--- src/rtl/uart_tx_arbiter.sv ---
// -----------------------------------------------------------------------------
// uart_tx_arbiter
//
// Round-robin arbiter that shares a single uart_top TX path among NREQ
// requesters. Each requester offers a complete frame (FRAME_SIZE characters of
// DBITS bits). One requester is granted at a time: its frame is captured into
// tx_in, ack pulses for that requester, then tx_trigger pulses once. The
// arbiter then waits for uart_top to report tx_ready before granting again.
//
// Optional feature (compile-time macro UART_TX_ARB_TIMEOUT_EN):
//   Adds a DRAIN watchdog. If tx_ready stays low for TIMEOUT_CYCLES cycles
//   while draining, the arbiter returns to IDLE and sets the sticky
//   timeout_err flag. Without the macro, DRAIN waits indefinitely and
//   timeout_err is tied low.
//
// Ports:
//   clk_100MHz   in   system clock, all logic on rising edge
//   reset        in   synchronous, active-high
//   req          in   [NREQ]          level requests, held until ack
//   req_data     in   [NREQ*FBITS]    frame of requester i at [i*FBITS +: FBITS]
//   ack          out  [NREQ]          one-cycle pulse, frame captured
//   tx_ready     in                   uart_top can accept a new frame
//   tx_trigger   out                  one-cycle start pulse to uart_top
//   tx_in        out  [FBITS]         registered frame to uart_top
//   busy         out                  high in any state other than IDLE
//   grant_id     out  [$clog2(NREQ)]  current/last granted requester
//   timeout_err  out                  sticky watchdog flag
// -----------------------------------------------------------------------------
module uart_tx_arbiter #(
  parameter int NREQ          = 4,
  parameter int DBITS         = 8,
  parameter int FRAME_SIZE    = 4,
  parameter int SETTLE_CYCLES = 2
`ifdef UART_TX_ARB_TIMEOUT_EN
  ,
  parameter int TIMEOUT_CYCLES = 2000000
`endif
) (
  input  logic                                clk_100MHz,
  input  logic                                reset,
  input  logic [NREQ-1:0]                     req,
  input  logic [NREQ*FRAME_SIZE*DBITS-1:0]    req_data,
  output logic [NREQ-1:0]                     ack,
  input  logic                                tx_ready,
  output logic                                tx_trigger,
  output logic [FRAME_SIZE*DBITS-1:0]         tx_in,
  output logic                                busy,
  output logic [$clog2(NREQ)-1:0]             grant_id,
  output logic                                timeout_err
);

  localparam int FBITS = FRAME_SIZE * DBITS;
  localparam int IDW   = $clog2(NREQ);
  localparam int SCW   = (SETTLE_CYCLES > 1) ? $clog2(SETTLE_CYCLES) : 1;

  typedef enum logic [2:0] {
    ST_IDLE,
    ST_LOAD,
    ST_TRIG,
    ST_SETTLE,
    ST_DRAIN
  } state_t;

  state_t           state_reg, state_next;
  logic [FBITS-1:0] tx_in_reg, tx_in_next;
  logic [IDW-1:0]   grant_id_reg, grant_id_next;
  logic [IDW-1:0]   rr_ptr_reg, rr_ptr_next;
  logic [SCW-1:0]   settle_cnt_reg, settle_cnt_next;

`ifdef UART_TX_ARB_TIMEOUT_EN
  localparam int DCW = $clog2(TIMEOUT_CYCLES + 1);
  logic [DCW-1:0]   drain_cnt_reg, drain_cnt_next;
  logic             timeout_err_reg, timeout_err_next;
`endif

  // Per-requester frame slices.
  logic [FBITS-1:0] frame [NREQ];

  // Candidate k is the requester k places after the rr pointer (wrapping),
  // so candidate 0 has the highest priority this round.
  logic [IDW-1:0]   cand_idx [NREQ];
  logic [NREQ-1:0]  cand_req;
  logic [IDW-1:0]   winner;

  for (genvar gi = 0; gi < NREQ; gi++) begin : g_req
    logic [IDW:0] sum;

    assign frame[gi]    = req_data[gi*FBITS +: FBITS];
    assign sum          = {1'b0, rr_ptr_reg} + (IDW+1)'(gi);
    assign cand_idx[gi] = (sum >= (IDW+1)'(NREQ)) ? IDW'(sum - (IDW+1)'(NREQ))
                                                  : sum[IDW-1:0];
    assign cand_req[gi] = req[cand_idx[gi]];

    // ack is decoded from the registered grant, so it is one-hot or zero.
    assign ack[gi] = (state_reg == ST_LOAD) && (grant_id_reg == IDW'(gi));
  end

  // Scan downwards so the lowest-numbered set candidate is the last writer.
  always_comb begin
    winner = cand_idx[0];
    for (int k = NREQ - 1; k >= 0; k--) begin
      if (cand_req[k]) begin
        winner = cand_idx[k];
      end
    end
  end

  always_comb begin
    state_next      = state_reg;
    tx_in_next      = tx_in_reg;
    grant_id_next   = grant_id_reg;
    rr_ptr_next     = rr_ptr_reg;
    settle_cnt_next = settle_cnt_reg;
`ifdef UART_TX_ARB_TIMEOUT_EN
    drain_cnt_next   = drain_cnt_reg;
    timeout_err_next = timeout_err_reg;
`endif

    case (state_reg)
      ST_IDLE: begin
        if (tx_ready && (|req)) begin
          state_next    = ST_LOAD;
          tx_in_next    = frame[winner];
          grant_id_next = winner;
        end
      end

      ST_LOAD: begin
        state_next = ST_TRIG;
      end

      ST_TRIG: begin
        rr_ptr_next     = (grant_id_reg == IDW'(NREQ - 1)) ? '0
                                                           : grant_id_reg + 1'b1;
        settle_cnt_next = '0;
        state_next      = ST_SETTLE;
      end

      // uart_top may take a few cycles to drop tx_ready after the trigger,
      // so tx_ready is deliberately not looked at here.
      ST_SETTLE: begin
        if (settle_cnt_reg == SCW'(SETTLE_CYCLES - 1)) begin
          state_next = ST_DRAIN;
`ifdef UART_TX_ARB_TIMEOUT_EN
          drain_cnt_next = '0;
`endif
        end else begin
          settle_cnt_next = settle_cnt_reg + 1'b1;
        end
      end

      ST_DRAIN: begin
`ifdef UART_TX_ARB_TIMEOUT_EN
        drain_cnt_next = drain_cnt_reg + 1'b1;
        if (tx_ready) begin
          state_next = ST_IDLE;
        end else if (drain_cnt_reg == DCW'(TIMEOUT_CYCLES - 1)) begin
          state_next       = ST_IDLE;
          timeout_err_next = 1'b1;
        end
`else
        if (tx_ready) begin
          state_next = ST_IDLE;
        end
`endif
      end

      default: begin
        state_next = ST_IDLE;
      end
    endcase
  end

  always_ff @(posedge clk_100MHz) begin
    if (reset) begin
      state_reg      <= ST_IDLE;
      tx_in_reg      <= '0;
      grant_id_reg   <= '0;
      rr_ptr_reg     <= '0;
      settle_cnt_reg <= '0;
`ifdef UART_TX_ARB_TIMEOUT_EN
      drain_cnt_reg   <= '0;
      timeout_err_reg <= 1'b0;
`endif
    end else begin
      state_reg      <= state_next;
      tx_in_reg      <= tx_in_next;
      grant_id_reg   <= grant_id_next;
      rr_ptr_reg     <= rr_ptr_next;
      settle_cnt_reg <= settle_cnt_next;
`ifdef UART_TX_ARB_TIMEOUT_EN
      drain_cnt_reg   <= drain_cnt_next;
      timeout_err_reg <= timeout_err_next;
`endif
    end
  end

  assign tx_trigger = (state_reg == ST_TRIG);
  assign tx_in      = tx_in_reg;
  assign busy       = (state_reg != ST_IDLE);
  assign grant_id   = grant_id_reg;

`ifdef UART_TX_ARB_TIMEOUT_EN
  assign timeout_err = timeout_err_reg;
`else
  assign timeout_err = 1'b0;
`endif

endmodule
--- config.mk ---
export PLATFORM = sky130hd
export DESIGN_NAME = uart_tx_arbiter
export DESIGN_NICKNAME = d
export VERILOG_FILES = /design/src/rtl/uart_tx_arbiter.sv
export SDC_FILE = /design/constraint.sdc
export NUM_CORES = 1
export LEC_CHECK = 0
export CORE_MARGIN = 4
export CORE_UTILIZATION = 33
export CTS_BUF_LIST = sky130_fd_sc_hd__clkbuf_4 sky130_fd_sc_hd__clkbuf_8
export CTS_CLUSTER_SIZE = 10
export DETAILED_ROUTE_END_ITERATION = 8
export PLACE_DENSITY = 0.78
export SYNTH_ARGS = -nofsm -noshare
export SYNTH_HDL_FRONTEND = slang
export SYNTH_SLANG_ARGS = --single-unit
export TNS_END_PERCENT = 10
--- constraint.sdc ---
create_clock -name clk_100MHz -period 1.7 [get_ports clk_100MHz]
set_input_delay 0.34 -clock clk_100MHz [delete_from_list [all_inputs] [get_ports clk_100MHz]]
set_output_delay 0.34 -clock clk_100MHz [all_outputs]
set_load 0.1 [all_outputs]
## Word level (Yosys, flattened, before mapping)

Index checks and enable logic that the tools add are counted.

- Flip-flop bits (word level): 40
- Latch bits: 0
- Memory bits (writable): 0
- ROM bits: 0
- Input bits: 135
- Logic and storage cells: 72
- Memories kept: 0

- $add $sub $neg: 9
- Multiply operators: 0
- Divide/modulo/power cells: 0
- $lt $le $gt $ge: 9
- Eq/ne operators: 10
- Shift operators: 0
- Muxes and demuxes: 26
- Bitwise operators: 1
- Reduce and logical (&&, ||, !) cells: 12

Operator list:

| operator | count |
|---|---|
| binary-select mux 32 bit (select 2 bit) | 1 |
| two-way mux 32 bit | 2 |
| two-way mux 2 bit | 9 |
| one-hot mux 3 bit (5 select lines) | 1 |
| greater-or-equal comparator 3 bit, second input constant | 4 |
| less-than comparator 2 x 3 -> 1 bit, second input constant | 4 |
| two-way mux 3 bit | 3 |
| binary-select mux 1 bit (select 2 bit) | 4 |
| subtractor 2 x 1 -> 2 bit, second input constant | 4 |
| adder 2 x 2 -> 3 bit, second input constant | 2 |
| == test 3 x 2 -> 1 bit, second input constant | 2 |
| != test 2 bit, second input constant | 3 |
| logical AND 1 bit | 5 |
| two-way mux 1 bit | 5 |
| == test 2 bit, second input constant | 2 |
| OR reduction 4 bit | 1 |
| adder 2 x 1 -> 3 bit, second input constant | 1 |
| == test 3 x 1 -> 1 bit, second input constant | 1 |
| == test 3 bit, second input constant | 1 |
| greater-or-equal comparator 2 x 3 -> 1 bit, second input constant | 1 |
| zero test 3 bit | 1 |
| NOT 2 -> 3 bit | 1 |
| AND reduction 3 bit | 1 |
| nonzero test 3 bit | 1 |
| 7 further kinds | 7 |

## Logic depth before layout (Yosys ltp)

- Depth in word-level cells: 13
- Mapped depth: 7
- Gate-level depth less buffers: 5

## Worst setup path before layout

Ideal clock, no wire load.

- Path kind: reg2out
- From: register grant_id_reg[0], in the netlist grant_id[0]
- To: output ack[3]
- Data arrival time: 2.047 ns
- Required time: 1.360 ns
- Setup slack: -0.687 ns
- Cell stages (with the launch flop): 3
- Cells stage by stage: dfxtp_1 ha_1 and2_1

- Longest elaborated chain between the ends: 2

Ends and longest elaborated chain:

| element | line | RTL |
|---|---|---|
| start: declaration | 66 | `logic [IDW-1:0] grant_id_reg, grant_id_next;` |
| start signal: assignment | 188 | `grant_id_reg <= grant_id_next;` |
| == test 2 bit | 95 | `assign ack[gi] = (state_reg == ST_LOAD) && (grant_id_reg == IDW'(gi));` |
| logical AND 1 bit | 95 |  |
| end: declaration | 43 | `output logic [NREQ-1:0] ack,` |

No other way between the ends.

## Worst setup path in the final report

- From: register rr_ptr_reg[1]
- To: register tx_in_reg[17], in the netlist tx_in[17]

- Longest elaborated chain between the ends: 13

Ends and longest elaborated chain:

| element | line | RTL |
|---|---|---|
| start: declaration | 67 | `logic [IDW-1:0] rr_ptr_reg, rr_ptr_next;` |
| start signal: assignment | 189 | `rr_ptr_reg <= rr_ptr_next;` |
| adder 2 x 2 -> 3 bit | 89 | `assign sum = {1'b0, rr_ptr_reg} + (IDW+1)'(gi);` |
| greater-or-equal comparator 3 bit / subtractor 2 x 1 -> 2 bit (equally long branches) | 90 | `assign cand_idx[gi] = (sum >= (IDW+1)'(NREQ)) ? IDW'(sum - (IDW+1)'(NREQ))` |
| two-way mux 2 bit | 90 |  |
| binary-select mux 1 bit (select 2 bit) | 92 | `assign cand_req[gi] = req[cand_idx[gi]];` |
| two-way mux 1 bit (implied by the code) | 92 |  |
| two-way mux 2 bit (3 in a row) | 102 | `if (cand_req[k]) begin` |
| two-way mux 2 bit * | 102 |  |
| NOT 2 -> 3 bit (implied by the code) * | 123 | `tx_in_next = frame[winner];` |
| binary-select mux 32 bit (select 2 bit) * | 123 |  |
| two-way mux 32 bit (implied by the code) * (2 in a row) | 123 |  |
| end signal: assignment | 187 | `tx_in_reg <= tx_in_next;` |
| end: declaration | 65 | `logic [FBITS-1:0] tx_in_reg, tx_in_next;` |

Mark *: on every way between the ends. The rest lies on a longest branch, timed or not. The select of a mux whose other input is x is not followed.
A chain may end at the register's enable or synchronous reset.

==> impl_metrics.csv <==
group,metric,value,unit
synthesis,seq_area_frac_synth,31.9,%
global_routing,grt_usage,19.8,%
die,io-pin-count,176,
worst_setup_path,arrival,1.92,ns
worst_setup_path,rr_worst_depth,8,
timing,finalSetupViolCount,36,
cts,clockBufferDepth,2,
worst_setup_path,rr_startpoint,"rr_ptr_reg[1]$_SDFFE_PP0N_",
power_and_ir_drop,swShare,39.0,%
synthesis,synth-seq-cells,40,
finish,multiInputGateArea,1880,µm²
finish,area_delta_synth_final,119,%
power_and_ir_drop,vdd_drop_max,0.417,mV
timing,period_share,103,%
cts,clkTransAtPathRegs,0.08,ns
die,num_rows,31,
die,die_area,9070,µm²
synthesis,syn_area,2510,µm²
die,initial_core_util,34.3,%
detailed_routing,vias_per_cell,5.01,
worst_setup_path,worstReg2RegEnd,"tx_in[17]$_SDFFE_PP0P_",
placed_design,dp.cells,522,
power_and_ir_drop,seq_power_share,27.8,%
cts,cts_tree,"yes",
cts,htreeDepth,2,
worst_setup_path,crit_type,"register to register",
power_and_ir_drop,pwr-share-clk,16.8,%
detailed_routing,drtIter0Drc,78,
power_and_ir_drop,intPower,2.46,mW
timing,skew,0.00380,ns
power_and_ir_drop,switchingPower,1.58,mW
finish,largest_reg_flops,32,
finish,drive_gt1_share,38.5,%
finish,final_cells,538,
placed_design,place_hpwl,7030,µm
worst_setup_path,crit_path_start_kind,"register",
placed_design,io_buffers,174,
synthesis,synth_cell_type_count,29,
status,status,"finished with violations",
timing,min_period,1.76,ns
finish,antenna_cells,0,
detailed_routing,wl_per_cell,17.7,µm
timing,fmax,569,MHz
global_routing,first_global_vias,2837,
timing,hold_viol,0,
detailed_routing,route.vias.total,2693,
timing,slew_viol_final,0,
global_routing,overflow,0,
cts,cts_buffers,5,
worst_setup_path,r2r_setup_slack,-0.06,ns
placed_design,finalWeightedCongestion,0.777,
finish,final_core_util,75.2,%
synthesis,synth-warning-count,0,
min_path,min_to,"state_reg[1]$_SDFFE_PP0P_",
flow_run,max_cap_violations,0,
worst_setup_path,cp-end-kind,"register",
detailed_routing,wirelength,9530,µm
finish,final-seq-area,811,µm²
power_and_ir_drop,power_density,733,nW/µm²
detailed_routing,firstDrtPassIters,4,
cts,root_buffer,"clkbuf_8",
global_routing,antenna_found_initial,0,
power_and_ir_drop,p_leak,2.05,nW
detailed_routing,antenna_left,0,
synthesis,avgSynthCellArea,10.2,µm²
cts,insertion_delay,0.28,ns
power_and_ir_drop,combPwrFrac,55.5,%
timing,rsz0062_at_grt,"yes",
finish,fillers,488,
min_path,worst_hold_path_type,"register to register",
status,violations,"setup timing",
global_routing,grt_pass1_wl,14000,µm
die,die_y,95.3,µm
finish,nets,578,
die,coreArea,7330,µm²
min_path,holdPathStages,1,
synthesis,syn_nets,385,
synthesis,netlist_instances,246,
global_routing,grt_max_degree,17,
detailed_routing,drc,0,
cts,cts.sinks,40,
die,die_x,95.3,µm
worst_setup_path,required,1.87,ns
timing,setup_ws,-0.0574,ns
worst_setup_path,path_max_fanout,12,
min_path,hold_start,"settle_cnt_reg$_SDFFE_PP0P_",
[cells in the mapped netlist]
master / instances / share of area, %
a21oi_1: 6 / 1.2
nor3b_1: 1 / 0.30
nand3b_1: 1 / 0.30
buf_6: 3 / 1.3
or2b_1: 1 / 0.30
nor2b_1: 3 / 0.75
inv_1: 3 / 0.45
or2_2: 1 / 0.25
o21ai_0: 5 / 1.0
conb_1: 1 / 0.15
dfxtp_1: 40 / 32
o221ai_2: 30 / 18
buf_4: 4 / 1.2
clkbuf_1: 4 / 0.60
and2_1: 4 / 1.0
or4_1: 1 / 0.30
o221a_2: 1 / 0.45
o221ai_1: 2 / 0.70
nand2_1: 37 / 5.5
mux2i_1: 67 / 27
nor2_1: 10 / 1.5
nor3_1: 2 / 0.40
ha_1: 4 / 2.0
or4b_2: 1 / 0.40
o41ai_1: 2 / 0.70
or3_4: 1 / 0.45
buf_2: 9 / 1.8
nor2_2: 1 / 0.25
a31oi_1: 1 / 0.25
[cells by family (layout without fill, tap and decap cells)]
group,Yosys count,count (layout),share of synthesized area [%]
other,1,1,0.149
AO/OA/AOI/OAI,47,47,22.2
flip-flops,40,40,31.9
buffers and inverters,23,216,5.38
AND/OR/NAND/NOR,64,64,11.7
multiplexers,67,67,26.7
adder cells (fa/ha/maj),4,4,1.99
[critical path: stages, from the launching register on]
cell	delay, ns
dfxtp_4	0.39
buf_6	0.10
nand2_2	0.04
a21oi_2	0.13
o221a_4	0.28
buf_12	0.14
buf_16	0.17
mux2i_2	0.26
o221ai_2	0.12
[per-stage QoR]
stage	hold WS [ns]	setup WS, ns	power (mW)	instance area [µm²]	setup TNS, ns
finish	0.503	-0.0574	4.04	5510	-1.04
global route	0.517	-0.138	4.20	5510	-4.32
CTS	0.491	-0.0676	3.97	5320	-1.18
detailed placement	0.479	-0.700	3.10	4900	-21.21
global placement	0.473	-0.641	3.07	4900	-19.77
floorplan	0.445	-0.276	2.21	2520	-6.64
[what timing repair did]
action	4_1_cts	5_1_grt
pin swaps	10	4
gates cloned	3	1
setup buffers	6	1
hold endpoints to repair	0	0
hold buffers	0	0
resized for setup	45	38
endpoints found under the setup margin	37	37
[routing by layer]
metal  GRT usage [%]  share of wire (%)
met2            37.4                 54
met3            6.39                9.7
met4            5.05                1.0
met5               0                  0
met1            21.1                 35
[cell type report]
class                           count  share of cell area [%]
Tap cell                           99                    2.25
Timing Repair Buffer              206                    46.9
Inverter                            3                   0.204
Clock buffer                        7                    1.75
Sequential cell                    40                    14.7
Multi-Input combinational cell    183                    34.2
[worst max-delay path by stage]
stage | from | end
floorplan | state_reg[0]$_SDFFE_PP0P_ | ack[0]
global placement | req[2] | tx_in[18]$_SDFFE_PP0P_
detailed placement | req[2] | tx_in[3]$_SDFFE_PP0P_
CTS | state_reg[0]$_SDFFE_PP0P_ | ack[0]
global route | rr_ptr_reg[1]$_SDFFE_PP0N_ | tx_in[17]$_SDFFE_PP0P_
finish | rr_ptr_reg[1]$_SDFFE_PP0N_ | tx_in[17]$_SDFFE_PP0P_
[power by group through the flow]
| stage | clock, mW | combinational, mW | sequential [mW] |
|---|---|---|---|
| 2_1_floorplan | 0 | 0.550 | 1.66 |
| 3_3_place_gp | 0 | 1.93 | 1.14 |
| 3_5_place_dp | 0 | 1.96 | 1.14 |
| 4_1_cts | 0.697 | 2.15 | 1.12 |
| 5_1_grt | 0.736 | 2.33 | 1.13 |
| 6_report | 0.677 | 2.24 | 1.12 |
[cell usage in the layout, fill, tap and decap left out, types with 2 or more instances in the layout]
cell,count
o21ai_1,2
and2_2,3
dfxtp_1,36
buf_12,49
buf_4,13
dfxtp_2,2
nor2_1,8
clkdlybuf4s50_1,130
mux2i_1,31
inv_1,3
o221ai_2,29
mux2i_2,25
nor2b_1,2
clkbuf_8,7
nor2_2,2
nand2_1,36
ha_1,4
dlygate4sd2_1,3
buf_16,3
o221ai_1,2
mux2i_4,11
buf_6,6
o21ai_0,3
a21oi_1,5
dfxtp_4,2
Note: power is estimated with default switching activity, not from simulation.
